**src/rtl/timer_controller.sv**
```systemverilog
// CHIP-8 delay/sound timer block: 60 Hz prescaler, DT/ST registers, write arbitration and beeper FSM.
// Optional square-wave tone output is enabled with the SOUND_TONE_EN macro.
module timer_controller #(
  parameter int TICK_DIV = 83333,
  parameter int TONE_DIV = 6250
) (
  input  logic       clk,
  input  logic       reset,
  input  logic       halt,
  input  logic       wr_en,
  input  logic       wr_sel,
  input  logic [7:0] wr_data,
  output logic       wr_ack,
  output logic [7:0] rd_delay,
  output logic       delay_zero,
  output logic       tick,
  output logic       sound_on,
  output logic       beep
);

  localparam int PW = $clog2(TICK_DIV);
  localparam logic [PW-1:0] PRE_LAST = PW'(TICK_DIV - 1);

  typedef enum logic {IDLE, PLAY} state_t;

  logic [PW-1:0] pre_reg;
  logic [7:0]    dt_reg;
  logic [7:0]    st_reg;
  logic [7:0]    dt_next;
  logic [7:0]    st_next;
  state_t        state_reg;
  logic          tick_edge;

  assign tick_edge = (pre_reg == PRE_LAST) && !halt;

  // A write to a timer wins over that timer's decrement on the same edge.
  always_comb begin
    dt_next = dt_reg;
    st_next = st_reg;
    if (tick_edge && (dt_reg != 8'd0)) dt_next = dt_reg - 8'd1;
    if (tick_edge && (st_reg != 8'd0)) st_next = st_reg - 8'd1;
    if (wr_en && !wr_sel) dt_next = wr_data;
    if (wr_en &&  wr_sel) st_next = wr_data;
  end

  always_ff @(posedge clk) begin
    if (!reset) begin
      pre_reg   <= '0;
      dt_reg    <= 8'd0;
      st_reg    <= 8'd0;
      tick      <= 1'b0;
      wr_ack    <= 1'b0;
      state_reg <= IDLE;
      sound_on  <= 1'b0;
    end else begin
      if (!halt) pre_reg <= (pre_reg == PRE_LAST) ? '0 : pre_reg + 1'b1;
      dt_reg <= dt_next;
      st_reg <= st_next;
      tick   <= tick_edge;
      wr_ack <= wr_en;
      case (state_reg)
        IDLE: begin
          if (st_reg != 8'd0) begin
            state_reg <= PLAY;
            sound_on  <= 1'b1;
          end
        end
        PLAY: begin
          if (st_reg == 8'd0) begin
            state_reg <= IDLE;
            sound_on  <= 1'b0;
          end
        end
        default: begin
          state_reg <= IDLE;
          sound_on  <= 1'b0;
        end
      endcase
    end
  end

  assign rd_delay   = dt_reg;
  assign delay_zero = (dt_reg == 8'd0);

`ifdef SOUND_TONE_EN
  localparam int TW = (TONE_DIV > 1) ? $clog2(TONE_DIV) : 1;
  localparam logic [TW-1:0] TONE_LAST = TW'(TONE_DIV - 1);

  logic [TW-1:0] tone_reg;

  // Tone phase restarts on every PLAY entry; leaving PLAY silences the pin on the same edge.
  always_ff @(posedge clk) begin
    if (!reset) begin
      tone_reg <= '0;
      beep     <= 1'b0;
    end else if (state_reg == PLAY && st_reg != 8'd0) begin
      if (tone_reg == TONE_LAST) begin
        tone_reg <= '0;
        beep     <= ~beep;
      end else begin
        tone_reg <= tone_reg + 1'b1;
      end
    end else begin
      tone_reg <= '0;
      beep     <= 1'b0;
    end
  end
`else
  assign beep = sound_on;
`endif

endmodule

```
**config.mk**
```make
export PLATFORM = sky130hd
export DESIGN_NAME = timer_controller
export DESIGN_NICKNAME = d
export VERILOG_FILES = /design/src/rtl/timer_controller.sv
export SDC_FILE = /design/constraint.sdc
export NUM_CORES = 1
export LEC_CHECK = 0
export CAP_MARGIN = 20
export CORE_MARGIN = 2
export CORE_UTILIZATION = 59
export CTS_BUF_LIST = sky130_fd_sc_hd__clkbuf_4 sky130_fd_sc_hd__clkbuf_8 sky130_fd_sc_hd__clkbuf_16
export DETAILED_ROUTE_END_ITERATION = 10
export PLACE_DENSITY = 0.85
export SLEW_MARGIN = 20
export SYNTH_ARGS = -nofsm -noshare
export SYNTH_HDL_FRONTEND = slang
export SYNTH_SLANG_ARGS = --single-unit
```
**constraint.sdc**
```tcl
create_clock -name clk -period 4.1 [get_ports clk]
set_input_delay 0.82 -clock clk [delete_from_list [all_inputs] [get_ports clk]]
set_output_delay 0.82 -clock clk [all_outputs]
set_load 0.01 [all_outputs]
```
Yosys cells after proc, flatten, opt, wreduce, memory -nomap -nowiden
Index checks and enable logic that the tools add are counted.
{"block": "word_totals", "reg_bits": 37, "inputBits": 13, "out_inout_bits": 13, "elab_cells": 39}
{"block": "classes", "addsub": 3, "eq_ne": 3, "n_mux": 11, "bitwise": 1, "reduce_logical": 14}
{"op": "8-bit 2-to-1 mux", "count": 4}
{"op": "17-bit by 1-bit adder with 17-bit output (second input constant)", "count": 1}
{"op": "17-bit equality test (second input constant)", "count": 1}
{"op": "17-bit 2-to-1 mux", "count": 1}
{"op": "8-bit logical NOT", "count": 2}
{"op": "8-bit nonzero test", "count": 2}
{"op": "8-bit by 1-bit subtractor with 8-bit output (second input constant)", "count": 2}
{"op": "1-bit logical AND", "count": 5}
{"op": "1-bit 2-to-1 mux", "count": 4}
{"op": "1-bit one-hot mux with 2 select lines", "count": 2}
{"op": "2-bit nonzero test", "count": 2}
{"op": "1-bit logical NOT", "count": 2}
{"op": "2-bit by 1-bit != test with 1-bit output (second input constant)", "count": 1}
{"op": "2-bit != test (second input constant)", "count": 1}
{"op": "2-bit AND reduction", "count": 1}
{"op": "1-bit NOT", "count": 1}

Logic depth before layout (Yosys ltp)
{"block": "depth", "ltp_word": 5, "ltp_mapped": 9, "depth_no_buf": 7}

Least setup slack after synthesis
OpenSTA, ideal clock, no wires.
{"block": "synth_path", "path_kind": "input to register", "startpoint": "input port halt", "endpoint": "register dt_reg[1] (netlist: rd_delay[1])", "setup_time_ns": 0.074, "t_arrival_ns": 2.061, "t_required_ns": 4.026, "slack_ns": 1.965, "path_stages": 6, "path_buffers": 1, "cell_sequence": "nor4b_1 > nor3b_4 > buf_6 > o211ai_2 > mux2_4 > o22ai_2"}
{"block": "synth_via", "elab_chain_cells": 4}
{"element": "start, declared", "line": "9", "rtl": "input logic halt,"}
{"element": "1-bit logical NOT"}
{"element": "1-bit logical AND", "line": "34", "rtl": "assign tick_edge = (pre_reg == PRE_LAST) && !halt;"}
{"element": "1-bit logical AND", "line": "40", "rtl": "if (tick_edge && (dt_reg != 8'd0)) dt_next = dt_reg - 8'd1;"}
{"element": "2-bit nonzero test (no source line)"}
{"element": "end signal, assigned", "line": "57", "rtl": "dt_reg <= dt_next;"}
{"element": "end, declared", "line": "27", "rtl": "logic [7:0] dt_reg;"}
No other way between the ends.
A chain may end at the register's enable or synchronous reset.

Worst setup path after layout
{"block": "layout_path", "startpoint": "register dt_reg[0] (netlist: rd_delay[0])", "endpoint": "output port delay_zero"}
{"block": "layout_via", "elab_chain_cells": 1}
{"element": "8-bit logical NOT", "line": "83", "rtl": "assign delay_zero = (dt_reg == 8'd0);"}
{"element": "end, declared", "line": "15", "rtl": "output logic delay_zero,"}
No other way between the ends.

==> key figures <==
Cells and area
  – Max FFs per register: 17
  – Diode count: 0
  – Finished layout cell area: 2300 µm²
  – Layout cells sized above 1: 0.0630
  – Final nets: roughly 270
  – Area Overhead vs Synth: 16.8%
  – Fillers: 264

Timing
  – Final TNS setup: 0 ps
  – FMAX: approximately 340 MHz
  – RSZ-0062 raised after global routing: false
  – Worst rel slew slack: 0.516
  – Final worst slack: 1180 ps
  – Worst-Margin Slew: 721 ps
  – Final min period: roughly 3000 ps
  – Period utilization: 0.711
  – Final hold slack: 538 ps
  – Slew Limit Fails: 0
  – Final hold vios: 0
  – Final setup violating endpoints: 0
  – Final Skew: 5.52 ps

Logic synthesis
  – Largest family of logic cells by synthesized area: simple AND/OR/NAND/NOR gates
  – Ys Warns: 0
  – Avg Cell Area, Syn: 8.61 µm²
  – Adder-cell share of the synthesized area: 0.0508
  – Syn Nets: 250
  – Mux share of post-synthesis cell area: 0.0330
  – Sequential fraction of the synthesis area: 0.376
  – Compound-gate portion of the synthesized area: 0.118
  – Seq cells post-synth: 37
  – Top_reg_cell synth: dfxtp_1
  – Synth area leaders: dfxtp_1 38%, xnor2_1 5.3%, ha_1 5.1%
  – Top cell type by total area after synthesis: dfxtp_1
  – Most frequent cells after synthesis: 37 x dfxtp_1, 25 x nand2_1, 25 x nor2_1, 18 x o21ai_0
  – Synth top area share: 0.376
  – Post-Synth XOR/XNOR Area: 0.102
  – Simple-Gate Fraction of Synth Area: 0.282
  – Post-Syn Area: 1970 µm²
  – Async SR Flop Fraction: 0
  – EDFF count, synth: 0
  – Most numerous cell in the Yosys netlist: dfxtp_1
  – Netlist cell types: 41
  – Syn Inst Count: 229

Setup path
  – Critical path startpoint category: register
  – Flop2flop setup slack: 1840 ps
  – Critical path endpoint category: primary output
  – Crit Path Class: reg2out
  – Crit-path max FO: 3
  – Worst Path Arrival: between 2000 and 2500 ps
  – Critical path required time: 3280 ps

Clocking
  – H-tree levels: 2
  – Clock Path Buffers: 2
  – Cts repair resizes: 0
  – Clock Sinks: 37
  – Worst-path clk slew: between 100 and 150 ps
  – Post-CTS Setup Bufs: 0
  – CTS tree: yes
  – Root Buffer: clkbuf_4
  – Num CTS Buffers: 5
  – Hold-fix buffers, CTS: 0
  – Clock Latency Late Sink: between 300 and 400 ps

Die
  – Core area: 3100 µm²
  – Die height: about 60 µm
  – Die footprint: 3820 µm²
  – Chip width: 61.8 µm
  – Cell Rows: 20
  – Io pins: 26
  – Initial core utilization: 0.635

Route
  – Remaining DRCs: 0
  – Total Wirelength: 4130 µm
  – Starting DRT DRC Count: 73
  – Via count: 1705
  – Via-to-Cell Ratio: between 5 and 6
  – Routed length per instance: 13.9 µm
  – DRT Pass-1 Iters: 4
  – ANT nets after route: 0

Worst hold path
  – Min-delay worst type: reg2reg

Placed design
  – IO buf count: 25
  – Pre-CTS setup slack: about 970 ps
  – Cell Area, Placed: 2230 µm²
  – RePlAce Congestion: 0.853
  – HPWL Detailed: 3030 µm

Global routing
  – Gr ovfl total: 0
  – Largest net degree at the start of global routing: 25
  – Number of antenna violations at the first check in global routing: 0
  – Vias in the first global route: 1604
  – First-pass GRT wire length: approximately 7100 µm
  – Tot GR Track Use: 0.259

Flow run
  – Total of max-cap violations: 0

Pwr
  – Peak supply drop: 192 µV
  – Leak Pwr: roughly 0.00087 µW
  – PwrDens: 322 nW/µm²

Run status
  – Outcome: complete, no violations
## metrics by stage
step | power, µW | utilization | instances
finish | 740 | 0.742 | 298
global route | 775 | 0.742 | 298
CTS | 744 | 0.742 | 298
detailed placement | 525 | 0.719 | 290
global placement | 521 | 0.719 | 290
floorplan | 473 | - | 229
## cells in the final DEF (no fill, tap or decap), drive strengths merged, types with 2 or more instances in the layout
| cell | netlist | final |
|---|---|---|
| ha | 8 | 8 |
| a31oi | 3 | 3 |
| and4 | 3 | 3 |
| nor3b | 2 | 2 |
| clkbuf | 5 | 7 |
| and3 | 3 | 3 |
| xor2 | 11 | 11 |
| nand4 | 8 | 8 |
| inv | 8 | 8 |
| or3 | 3 | 3 |
| clkdlybuf4s50 | 0 | 25 |
| nor2 | 25 | 25 |
| nand3 | 12 | 12 |
| o21ai | 18 | 18 |
| nor3 | 4 | 4 |
| a21oi | 6 | 6 |
| o211ai | 3 | 3 |
| o22ai | 3 | 3 |
| nand4b | 4 | 4 |
| nor4 | 3 | 3 |
| mux2i | 5 | 5 |
| dfxtp | 37 | 37 |
| xnor2 | 12 | 12 |
| and2 | 2 | 2 |
| nor2b | 4 | 4 |
| nand2 | 25 | 25 |
## final timing paths
kind	to	from	cells past startpoint
worst max-delay path	delay_zero	rd_delay[0]	6
worst min register to register	st_reg[7]	st_reg[7]	2
worst min-delay path	st_reg[7]	st_reg[7]	2
worst max register to register	pre_reg[0]	pre_reg[11]	5
## where the power goes
group / switching, µW / internal (µW) / leakage, µW
clock network: 124 / 99.3 / 0.0000413
registers: 16.2 / 376 / 0.000302
logic: 63.2 / 61.9 / 0.000526
## worst max-delay path, cell delays in order, from the launching register on
cell and delay [ps]:
dfxtp_1 340, inv_1 110, ha_1 170, nor3b_1 310, nand2_1 150, nor2_1 120
clkdlybuf4s50_1 540
## kinds of logic after synthesis
group           after synthesis
mux                           6
fa+ha+maj                     8
buf+inv                      16
simple gates                101
xor+xnor                     23
flops                        37
compound gates               38
## routing by layer
| metal | up-vias | wire length, µm | GRT usage |
|---|---|---|---|
| met5 | - | 0 | 0 |
| met4 | 0 | 97 | 0.134 |
| met3 | 10 | 167 | 0.0725 |
| met2 | 33 | 1890 | 0.385 |
| met1 | 802 | 1970 | 0.343 |
| li1 | 860 | - | - |
## final cells by class
class / instances / area (µm²) / share of cell area
clock inverters: 1 / 5.00 / 0.00218
repair buffers: 25 / 250 / 0.109
clock buffers: 7 / 65.1 / 0.0283
well taps: 44 / 55.1 / 0.0239
flip-flops and latches: 37 / 741 / 0.322
multi-input cells: 176 / 1150 / 0.502
inverters: 8 / 30.0 / 0.0131
(Power assumes the default switching activity.)
